==> src/rtl/mtr_pkg.sv <==
// Shared motor-interface definitions used by both the PWM driver and decoder.
package mtr_pkg;

  localparam int unsigned SPD_W      = 11;
  localparam int unsigned PWM_PERIOD = 2048;
  localparam int unsigned CNT_W      = 12;

  typedef logic [SPD_W-1:0] spd_t;
  typedef logic [CNT_W-1:0] cnt_t;

  // Increment a high-time count when the sampled pin is high, clamped at cnt_max.
  function automatic cnt_t sat_inc(input cnt_t cnt, input logic hit, input cnt_t cnt_max);
    cnt_t res;
    res = cnt;
    if (hit && (cnt < cnt_max)) begin
      res = cnt + CNT_W'(1);
    end
    return res;
  endfunction

endpackage

==> src/rtl/mtr_pwm_chan.sv <==
// One motor channel: synchronizes the forward/reverse pins, measures high time
// per window and resolves speed, direction and conflict at each window close.
module mtr_pwm_chan
  import mtr_pkg::*;
#(
  parameter int unsigned PERIOD      = PWM_PERIOD,
  parameter int unsigned SYNC_STAGES = 2
) (
  input  logic clk,
  input  logic rst,
  input  logic win_close,
  input  logic pwm_fwd,
  input  logic pwm_rev,
  output spd_t spd,
  output logic rev,
  output logic err
);

  localparam cnt_t CNT_MAX = CNT_W'(PERIOD - 1);

  logic [SYNC_STAGES-1:0] fwd_sync_q, fwd_sync_d;
  logic [SYNC_STAGES-1:0] rev_sync_q, rev_sync_d;
  cnt_t                   fwd_cnt_q, fwd_cnt_d;
  cnt_t                   rev_cnt_q, rev_cnt_d;
  spd_t                   spd_q, spd_d;
  logic                   rev_q, rev_d;
  logic                   err_q, err_d;

  logic                   fwd_s, rev_s;
  cnt_t                   fwd_fin, rev_fin;

  assign fwd_s = fwd_sync_q[SYNC_STAGES-1];
  assign rev_s = rev_sync_q[SYNC_STAGES-1];

  // Synchronizer shift, counting, and close-time output resolution.
  always_comb begin
    fwd_sync_d = {fwd_sync_q[SYNC_STAGES-2:0], pwm_fwd};
    rev_sync_d = {rev_sync_q[SYNC_STAGES-2:0], pwm_rev};

    // Closing counts include the sample taken in the close cycle itself.
    fwd_fin = sat_inc(fwd_cnt_q, fwd_s, CNT_MAX);
    rev_fin = sat_inc(rev_cnt_q, rev_s, CNT_MAX);

    fwd_cnt_d = fwd_fin;
    rev_cnt_d = rev_fin;
    spd_d     = spd_q;
    rev_d     = rev_q;
    err_d     = err_q;

    if (win_close) begin
      fwd_cnt_d = '0;
      rev_cnt_d = '0;
      err_d     = 1'b0;
      if ((fwd_fin != '0) && (rev_fin != '0)) begin
        // Both pins pulsed: flag it and keep the last good reading.
        err_d = 1'b1;
      end else if (rev_fin != '0) begin
        spd_d = SPD_W'(rev_fin);
        rev_d = 1'b1;
      end else begin
        spd_d = SPD_W'(fwd_fin);
        rev_d = 1'b0;
      end
    end
  end

  // State registers with synchronous reset.
  always_ff @(posedge clk) begin
    if (rst) begin
      fwd_sync_q <= '0;
      rev_sync_q <= '0;
      fwd_cnt_q  <= '0;
      rev_cnt_q  <= '0;
      spd_q      <= '0;
      rev_q      <= 1'b0;
      err_q      <= 1'b0;
    end else begin
      fwd_sync_q <= fwd_sync_d;
      rev_sync_q <= rev_sync_d;
      fwd_cnt_q  <= fwd_cnt_d;
      rev_cnt_q  <= rev_cnt_d;
      spd_q      <= spd_d;
      rev_q      <= rev_d;
      err_q      <= err_d;
    end
  end

  assign spd = spd_q;
  assign rev = rev_q;
  assign err = err_q;

endmodule

==> src/rtl/mtr_pwm_decode.sv <==
// Decodes left/right H-bridge PWM pin pairs into signed speed readings over a
// fixed measurement window shared by both channels.
module mtr_pwm_decode
  import mtr_pkg::*;
#(
  parameter int unsigned PERIOD      = PWM_PERIOD,
  parameter int unsigned SYNC_STAGES = 2
) (
  input  logic clk,
  input  logic rst,
  input  logic PWM_frwrd_lft,
  input  logic PWM_rev_lft,
  input  logic PWM_frwrd_rght,
  input  logic PWM_rev_rght,
  output spd_t lft_spd,
  output logic lft_rev,
  output spd_t rght_spd,
  output logic rght_rev,
  output logic lft_err,
  output logic rght_err,
  output logic spd_vld
);

  spd_t win_cnt_q, win_cnt_d;
  logic spd_vld_q, spd_vld_d;
  logic win_close_c;

  // Window counter and close strobe.
  always_comb begin
    win_close_c = (win_cnt_q == SPD_W'(PERIOD - 1));
    win_cnt_d   = win_close_c ? '0 : (win_cnt_q + SPD_W'(1));
    spd_vld_d   = win_close_c;
  end

  // Window state registers with synchronous reset.
  always_ff @(posedge clk) begin
    if (rst) begin
      win_cnt_q <= '0;
      spd_vld_q <= 1'b0;
    end else begin
      win_cnt_q <= win_cnt_d;
      spd_vld_q <= spd_vld_d;
    end
  end

  assign spd_vld = spd_vld_q;

  mtr_pwm_chan #(
    .PERIOD      (PERIOD),
    .SYNC_STAGES (SYNC_STAGES)
  ) u_lft (
    .clk       (clk),
    .rst       (rst),
    .win_close (win_close_c),
    .pwm_fwd   (PWM_frwrd_lft),
    .pwm_rev   (PWM_rev_lft),
    .spd       (lft_spd),
    .rev       (lft_rev),
    .err       (lft_err)
  );

  mtr_pwm_chan #(
    .PERIOD      (PERIOD),
    .SYNC_STAGES (SYNC_STAGES)
  ) u_rght (
    .clk       (clk),
    .rst       (rst),
    .win_close (win_close_c),
    .pwm_fwd   (PWM_frwrd_rght),
    .pwm_rev   (PWM_rev_rght),
    .spd       (rght_spd),
    .rev       (rght_rev),
    .err       (rght_err)
  );

endmodule

==> config.mk <==
export PLATFORM = sky130hd
export DESIGN_NAME = mtr_pwm_decode
export DESIGN_NICKNAME = d
export VERILOG_FILES = /design/src/rtl/mtr_pkg.sv /design/src/rtl/mtr_pwm_chan.sv /design/src/rtl/mtr_pwm_decode.sv
export SDC_FILE = /design/constraint.sdc
export NUM_CORES = 1
export LEC_CHECK = 0
export BUFFER_PORTS_ARGS = -buffer_cell sky130_fd_sc_hd__buf_2
export CORE_ASPECT_RATIO = 1.4
export CORE_UTILIZATION = 55
export CTS_CLUSTER_DIAMETER = 80
export DETAILED_ROUTE_END_ITERATION = 8
export PLACE_DENSITY = 0.84
export RECOVER_POWER = 100
export SLEW_MARGIN = 40
export SYNTH_ARGS = -nofsm -noshare
export SYNTH_HDL_FRONTEND = slang
export SYNTH_SLANG_ARGS = --single-unit
==> constraint.sdc <==
create_clock -name clk -period 3.3 [get_ports clk]
set_clock_uncertainty 0.2 [all_clocks]
set_input_delay 0.495 -clock clk [delete_from_list [all_inputs] [get_ports clk]]
set_output_delay 0.495 -clock clk [all_outputs]
set_load 0.01 [all_outputs]
==> results of run 1 <==
## state kept, by name, indices dropped and copies added, names as in the netlist
| signal | count |
|---|---|
| u_rght.rev_cnt_q | 12 |
| u_lft.rev_cnt_q | 12 |
| u_rght.rev_sync_q | 2 |
| u_lft.fwd_sync_q | 2 |
| u_lft.fwd_cnt_q | 12 |
| u_lft.rev | 1 |
| u_rght.fwd_cnt_q | 12 |
| u_rght.fwd_sync_q | 2 |
| u_rght.err | 1 |
| u_lft.err | 1 |
| u_lft.rev_sync_q | 2 |
| u_lft.spd | 11 |
| spd_vld | 1 |
| win_cnt_q | 11 |
| u_rght.rev | 1 |
| u_rght.spd | 11 |
## cells in the final DEF, fill, tap and decap left out, types with 12 or more instances in the layout
cell type,instances
sky130_fd_sc_hd__a21oi_1,20
sky130_fd_sc_hd__a31oi_1,17
sky130_fd_sc_hd__and3_1,12
sky130_fd_sc_hd__buf_4,15
sky130_fd_sc_hd__clkbuf_1,33
sky130_fd_sc_hd__dfxtp_1,94
sky130_fd_sc_hd__inv_1,16
sky130_fd_sc_hd__nand2_1,32
sky130_fd_sc_hd__nand3_1,25
sky130_fd_sc_hd__nand4_1,19
sky130_fd_sc_hd__nor2_1,89
sky130_fd_sc_hd__nor2b_1,14
sky130_fd_sc_hd__nor3_1,22
sky130_fd_sc_hd__o21ai_0,19
sky130_fd_sc_hd__xnor2_1,12
sky130_fd_sc_hd__xor2_1,13
## metal layers
metal | vias to the layer above | wire length, µm | GRT usage
li1 | 2159 | - | -
met1 | 2102 | 4780 | 0.329
met2 | 178 | 6290 | 0.502
met3 | 44 | 627 | 0.0525
met4 | 0 | 524 | 0.151
met5 | - | 0 | 0
## synthesized netlist by cell type (16+ instances only)
cell | count | area share
sky130_fd_sc_hd__a21oi_1 | 20 | 0.021
sky130_fd_sc_hd__nand4_1 | 19 | 0.025
sky130_fd_sc_hd__nand2_1 | 32 | 0.025
sky130_fd_sc_hd__and2_1 | 18 | 0.024
sky130_fd_sc_hd__dfxtp_1 | 94 | 0.40
sky130_fd_sc_hd__o21ai_0 | 19 | 0.020
sky130_fd_sc_hd__nand3_1 | 25 | 0.026
sky130_fd_sc_hd__nor2_1 | 89 | 0.070
sky130_fd_sc_hd__inv_1 | 16 | 0.013
sky130_fd_sc_hd__a31oi_1 | 17 | 0.022
sky130_fd_sc_hd__nor3_1 | 22 | 0.023
sky130_fd_sc_hd__clkbuf_1 | 20 | 0.016
## cell type report
class | count | area [µm²]
clock buffers | 12 | 246
repair buffers | 51 | 254
multi-input cells | 438 | 2690
flip-flops and latches | 94 | 1880
well taps | 102 | 128
inverters | 16 | 60.1
fillers | 713 | 2920
clock inverters | 4 | 70.1
## power breakdown
group	internal [W]	switching, W
clock	0.000682	0.000427
combinational	0.0000302	0.0000531
sequential	0.00115	0.0000101
## cell families (layout without fill, tap and decap cells)
logic type,Yosys count,in the layout
and+or+nand+nor,281,281
AOI/OAI and AO/OA,115,115
DFF,94,94
buffers and inverters,45,83
xor gates and xnor gates,25,25
muxes,12,12
adders and majority gates,5,5
## final timing paths
path	start	endpoint	slack (ns)	cells after the start
setup reg to reg	u_rght.fwd_cnt_q[0]	u_rght.spd[10]	0.23	8
hold reg to reg	u_lft.rev_sync_q[0]	u_lft.rev_sync_q[1]	0.24	1
hold / removal	PWM_frwrd_lft	u_lft.fwd_sync_q[0]	0.16	2
setup / recovery	u_rght.fwd_cnt_q[0]	u_rght.spd[10]	0.23	8
## metrics by stage
| stage | cell area [µm²] | total power, W | setup WS, ns | utilization | hold WS, ns |
|---|---|---|---|---|---|
| finish | 5330 | 0.00235 | 0.229 | 0.646 | 0.158 |
| global route | 5330 | 0.00241 | 0.0103 | 0.646 | 0.164 |
| CTS | 5380 | 0.00235 | 0.247 | 0.652 | 0.163 |
| detailed placement | 5060 | 0.00126 | 0.278 | 0.614 | 0.225 |
| global placement | 5060 | 0.00126 | 0.342 | 0.614 | 0.217 |
| floorplan | 4750 | 0.00124 | 0.380 | - | 0.214 |
## worst reg2reg max path, cell delays in order (launching register included)
cell	delay (ns)
sky130_fd_sc_hd__dfxtp_1	0.36
sky130_fd_sc_hd__ha_1	0.27
sky130_fd_sc_hd__and3_1	0.23
sky130_fd_sc_hd__a31oi_1	0.36
sky130_fd_sc_hd__mux2i_1	0.17
sky130_fd_sc_hd__a2111oi_0	0.44
sky130_fd_sc_hd__and4_1	0.54
sky130_fd_sc_hd__o221ai_1	0.23
sky130_fd_sc_hd__o211a_1	0.16
==> results list, run 1 <==
- Result of the run: completed
- The die covers 9020 µm².
* Dominant combinational cell family by area after synthesis: simple AND/OR/NAND/NOR gates
- Number of standard cells after synthesis: 577
* Number of buffers inserted by port buffering: 32
- Entering global routing, the biggest net connects 31 pins.
* Number of synthesized flops with an enable pin: 0
- Wire length of the first global-routing pass: 20400 µm
* Delay contributed by the slowest stage of the critical path: 0.54 ns
- Once detail routing completed, the nets flagged for antenna violations numbered 0.
- CTS saw 94 sinks.
- IR drop worst, VDD: between 0.0004 and 0.0005 V
- Drt first pass iters: 5
- Skew-Pair Late Insertion Delay: 0.35 ns
- Horiz. Die Dim: 80.6 µm
- Post-synthesis cell type count: between 60 and 70
* Critical path class: reg -> reg
* Synthesized cell area: 4750 µm²
- Kind of end point of the critical path: register
- Critical path buffers and inverters: 0
* Core box area: 8250 µm²
- Counting along the longest clock path gives a buffer depth of 2.
- Routed wire length per instance: roughly 17 µm
- The initial antenna violation count came to 0.
- The worst setup path is launched from a register.
* LEAKAGE: 2.01 nW
- Headroom to the max-slew limit: 0.241
- Layout cells sized above 1: 0.0878
- CP arrival: around 3.1 ns
- Setup repair after global routing left no endpoint under its margin.
- Setup TNS: 0 ns
* Setup bufs post-CTS: 0
* Crit path cell chain: ha_1 > and3_1 > a31oi_1 > mux2i_1 > a2111oi_0 > and4_1 > o221ai_1 > o211a_1
- Starting density of the core: 0.576
- Synth async-reset ratio: 0
- In the global route stage, overall resource usage came out at 0.289.
- At the worst endpoint, the required time is ~3.3 ns.
- Including well taps, the total number of placed cells is 701.
- Final Hold Violating Endpoints: 0
* Die Height: ~110 µm
* Depth of the CTS H-tree: 3
- Wire length reported by the detailed router: approximately 12000 µm
* Portion of the clock cycle consumed by the worst path in the final layout: 0.931
* Final Setup Violations: 0
- Among all flip-flop cells after synthesis, the most frequent one is sky130_fd_sc_hd__dfxtp_1.
- Number of nets at the end of the flow: 621
- Final period demand of the worst path: a little over 3 ns
- After global routing the overflow that remains totals 0.
- In this run the mean area of a mapped cell was around 8.2 µm².
* Critical path fanouts, max: 12
- Of the total synthesized cell area, the portion taken by full adders, half adders and majority gates is 0.0132.
* Number of antenna repair diodes: 0
- On the critical path, the stage with the largest delay is an instance of sky130_fd_sc_hd__and4_1.
- The routed layout has 4483 vias.
- Worst hold-check path type: in -> reg
* Number of warnings reported in the yosys synthesis log: 0
- Detailed placement ended at an HPWL of 8900 µm.
- Resize count post-CTS: 0
- Counting every net in the synthesized netlist gives 588.
- Relative to the synthesized area, the layout overhead comes to 12.1%.
- Max-slew violation count: 0
- After clock tree synthesis, the flow added hold-fix buffers numbering 0.
- At the end of routability-driven placement, the weighted congestion stood at 0.932.
- The tree is rooted in a sky130_fd_sc_hd__clkbuf_16.
- Multiplexer fraction of the synthesized cell area: 0.0258
- After detailed routing, the number of vias per cell comes to 6.25.
- Simple logic cell fraction of the synthesized area: 0.310
* Io pins: 33
- Actual transition at the worst max-transition pin: 1.14 ns
- Broken down by cell family, the worst path's largest delay share belongs to compound AO/OA/AOI/OAI gates.
* TritonCTS clock tree: built
- Max capacitance violation total: 0
- In the routed design, unresolved DRC markers number 0.
- After the flow finishes, the layout carries non-filler instances totaling 717.
* Post-Synth XOR/XNOR Area: 0.0461
* Standard-cell row count: 39
* Highest clock rate: 326 MHz
- In this run, synthesis produced a sequential element count of 94.
- DRT iter0 DRCs: 240
- Clock slew at reported path FFs: 0.06 ns
- Share of the synthesized area in compound gates (AO/OA/AOI/OAI): 0.171
- The number of global-route vias before repair was 4336.
* Clock buffer count from CTS: 9
- Power spread over the standard cell area amounts to 441 nW/µm².
- For this run, the register share of the synthesized area comes to 0.396.
Note: power is estimated with default switching activity, not from simulation.
==> inputs of run 2 (changes only) <==
Settings changed: CORE_UTILIZATION 55 to 54, PLACE_DENSITY 0.84 to 0.85, REMOVE_ABC_BUFFERS from default to 1.
Clock period 3.3 ns to 2.45 ns, I/O delays scaled along.
==> run 2 against run 1 <==
Net effect:
- sequential share of layout area decreased by 8.0 points
- critical endpoint is now u_rght.spd[9]
- the run now ends with negative setup slack left
- combinational power grew to 2.6 times the previous value
- die area rose by 1.8%
- wire length is 55% higher
- total power increased by 41%
- non-clock buffer count up 133
- design area up 30%
- largest cell class unchanged
- global-route usage up 9.2 points
==> results list, run 2 (synthesis gave the netlist of run 1 again) <==
- The floorplan die width was 81.3 µm (+0.90%).
- The most numerous cell type found on the critical path is sky130_fd_sc_hd__buf_6.
- The number of cells in the design after placement was 813 (+16%).
- The number of buffers created by CTS is 9 (unchanged).
* DRT iter0 DRCs: 484 (+100%)
- The worst setup path is of the reg -> reg kind.
* Standard-cell row count: 40 (+2.6%)
- The setup violation total in the final timing report came to 26 (+26).
* Layout cells sized above 1: 0.372 (+0.285)
- The hold violation total from the final report came to 0 (unchanged).
* Switching pwr: 0.000774 W (+58%)
- The worst setup path is launched from a register.
- The detail-routed via count per cell came to 6.57 (+5.0%).
- Most frequent cells in the layout: sky130_fd_sc_hd__buf_4, sky130_fd_sc_hd__dfxtp_1, sky130_fd_sc_hd__nor2_1, sky130_fd_sc_hd__buf_2, sky130_fd_sc_hd__nand2_1
- Via count: 5608 (+25%)
- The number of cells on the worst hold path came to 2 (unchanged).
- The checks that failed: negative setup slack.
* Number of antenna repair diodes: 0 (unchanged)
- The data required time at the worst endpoint is 2.51 ns (-0.83 ns).
* Routed wire length per instance: 22.2 µm (+30%)
* Skew-Pair Late Insertion Delay: 0.35 ns (about the same)
* Via count of the first global-routing pass: 5422 (+25%)
* Final Core Density: 0.810 (+0.164)
- Placer Congestion: 0.970 (+4.0%)
* Number of routed nets with antenna violations: 0 (unchanged)
- The number of pins exceeding their max-slew limit in the final report was 0 (unchanged).
- Leaving out fill and tap cells, the most frequent cell in the layout is sky130_fd_sc_hd__buf_4.
- The count of port buffers added during placement was 32 (unchanged).
* Critical path buffers and inverters: 5 (+5)
- The power per cell area came to 477 nW/µm² (+8.2%).
- The first-pass GRT wire length is 26500 µm (+30%).
- The maximum ir drop on the vdd rail was 0.000496 V (+15%).
- Maximum number of pins on one net before global-route repair: 24 (-23%)
- Post-layout instance count excluding filler cells: 854 (+19%)
- The static power due to leakage came to 2.89 nW (+44%).
- Core box area: 8560 µm² (+3.8%)
- The CTS H-tree depth came to 3 (unchanged).
- TritonCTS clock tree: built
- Hold WS: 0.0322 ns (-0.126 ns)
* Aggregate global-route resource usage: 0.381 (+0.0919)
- Worst hold-check path type: in -> reg
- Compared with the post-synthesis result, the final layout area differs by 45.8%.
- The die span in y is 113 µm (+0.91%).
- The clock edge transition at the registers on the reported setup and hold paths is 0.07 ns (about the same).
- Wire length reported by the detailed router: 18900 µm (+55%)
- The transition time of the tightest slew-check pin was 0.705 ns (-0.433 ns).
- Drt first pass iters: 7 (+2)
- The I/O pin count came to 33 (unchanged).
- Crit path cell chain: ha_4 > buf_4 > and4b_2 > nand4_1 > xor2_2 > o2111ai_4 > buf_6 > nor4_4 > buf_6 > buf_6 > buf_6 > nor3_2 > nor3_1
* Top cell family by delay on the critical path: simple AND/OR/NAND/NOR gates
- Relative contribution of sequential cells to total power: 0.470 (-0.022)
- Result of the run: finished, violations left
- Minimum setup slack in the final design: -0.576 ns (-0.805 ns)
- Number of nets at the end of the flow: 755 (+22%)
* Delay contributed by the slowest stage of the critical path: 0.36 ns (-0.18 ns)
* Final period demand of the worst path: 3.03 ns (-0.0448 ns)
* Switching part of the total: 0.234 (+0.0252)
- Unrepaired setup endpoints after global routing: yes
- Clock Tree Root: sky130_fd_sc_hd__clkbuf_16
- Max capacitance violation total: 0 (unchanged)
* Kind of end point of the critical path: register
* Portion of the clock cycle consumed by the worst path in the final layout: 1.24 (+0.305)
* Antenna violations before repair: 0 (unchanged)
- The number of hold buffers added after CTS was 0 (unchanged).
* CP arrival: 3.08 ns (-0.03 ns)
- The maximum frequency from static timing analysis was 330 MHz (+1.5%).
- CTS sink count: 94 (unchanged)
- The cell internal power dissipation came to 0.00253 W (+36%).
* Setup TNS: -10.46 ns (-10.46 ns)
- The maximum net fanout on the critical path came to 6 (-6).
* Overflow left after global routing: 0 (unchanged)
* Headroom to the max-slew limit: 0.530 (+0.288)
- Bufs on Longest Clock Path: 2 (unchanged)
* Part of the total power dissipated in the clock network: 0.465 (-0.007)
* Slowest cell on the critical path: sky130_fd_sc_hd__dfxtp_2
- DRC violations left: 0 (unchanged)
- The pre-CTS setup slack is -0.439 ns (-0.718 ns).
- The cell depth of the worst flop-to-flop path was 13 (+5).
- Combinational share of power: 0.065 (+0.030)
- Total Die Area: 9190 µm² (+1.8%)
- WP depth: 13 (+5)
- The HPWL reported at the end of detailed placement is 10400 µm (+16%).
- Starting density of the core: 0.555 (-0.0210)
==> run 2: cell count changes in the layout (fill, tap and decap cells not counted), sizes merged <==
cell      before  now
nand2         34   35
inv           16   17
clkbuf        43    9
clkinvlp       0    2
buf           20  184
==> run 2: through the flow <==
step	cell area [µm²]	power, W
finish	6930	0.00331
detailed placement	5880	0.00173
global placement	5880	0.00172
floorplan	4630	0.00166
CTS	6610	0.00325
global route	6930	0.00338
==> run 2: repair_timing <==
item,CTS,global route
setup buffers,12,11
hold endpoints to repair,0,0
endpoints found under the setup margin,26,26
gates cloned,1,1
pin swaps,20,19
gates resized for setup,64,43
==> run 2: final cells by class <==
| class | count | area [µm²] |
|---|---|---|
| multi-input combinational | 439 | 3160 |
| fill | 500 | 1630 |
| clock buffer | 9 | 225 |
| clock inverter | 7 | 97.6 |
| inverter | 16 | 60.1 |
| tap | 105 | 131 |
| timing repair buffer | 184 | 1370 |
| sequential | 94 | 1890 |
==> run 2: worst paths after layout <==
| kind | start | end | slack [ns] |
|---|---|---|---|
| setup / recovery | u_rght.rev_cnt_q[1] | u_rght.spd[9] | -0.58 |
| hold / removal | PWM_frwrd_rght | u_rght.fwd_sync_q[0] | 0.03 |
| setup reg to reg | u_rght.rev_cnt_q[1] | u_rght.spd[9] | -0.58 |
| hold reg to reg | u_lft.fwd_sync_q[0] | u_lft.fwd_sync_q[1] | 0.24 |
==> run 2: power by group through the flow <==
stage	Sequential, W	Combinational (W)	Clock (W)
CTS	0.00155	0.000170	0.00152
finish	0.00155	0.000216	0.00154
detailed placement	0.00159	0.000144	0
global placement	0.00159	0.000138	0
global route	0.00155	0.000223	0.00161
floorplan	0.00159	0.0000688	0
==> run 2: per-layer routing <==
layer	global-route usage	vias to the layer above	routed length [µm]
met5	0	-	0
met4	0.279	0	1790
met3	0.0879	152	1530
met2	0.645	400	9230
met1	0.401	2620	6370
li1	-	2436	-
==> run 2: worst reg2reg max path: cells and delay by family, from the launching register on <==
family          cells  cell delay (ns)
simple gates        5             1.00
compound gates      1             0.20
buf+inv             5             0.72
xor+xnor            1             0.29
flops               1             0.36
fa+ha+maj           1             0.16
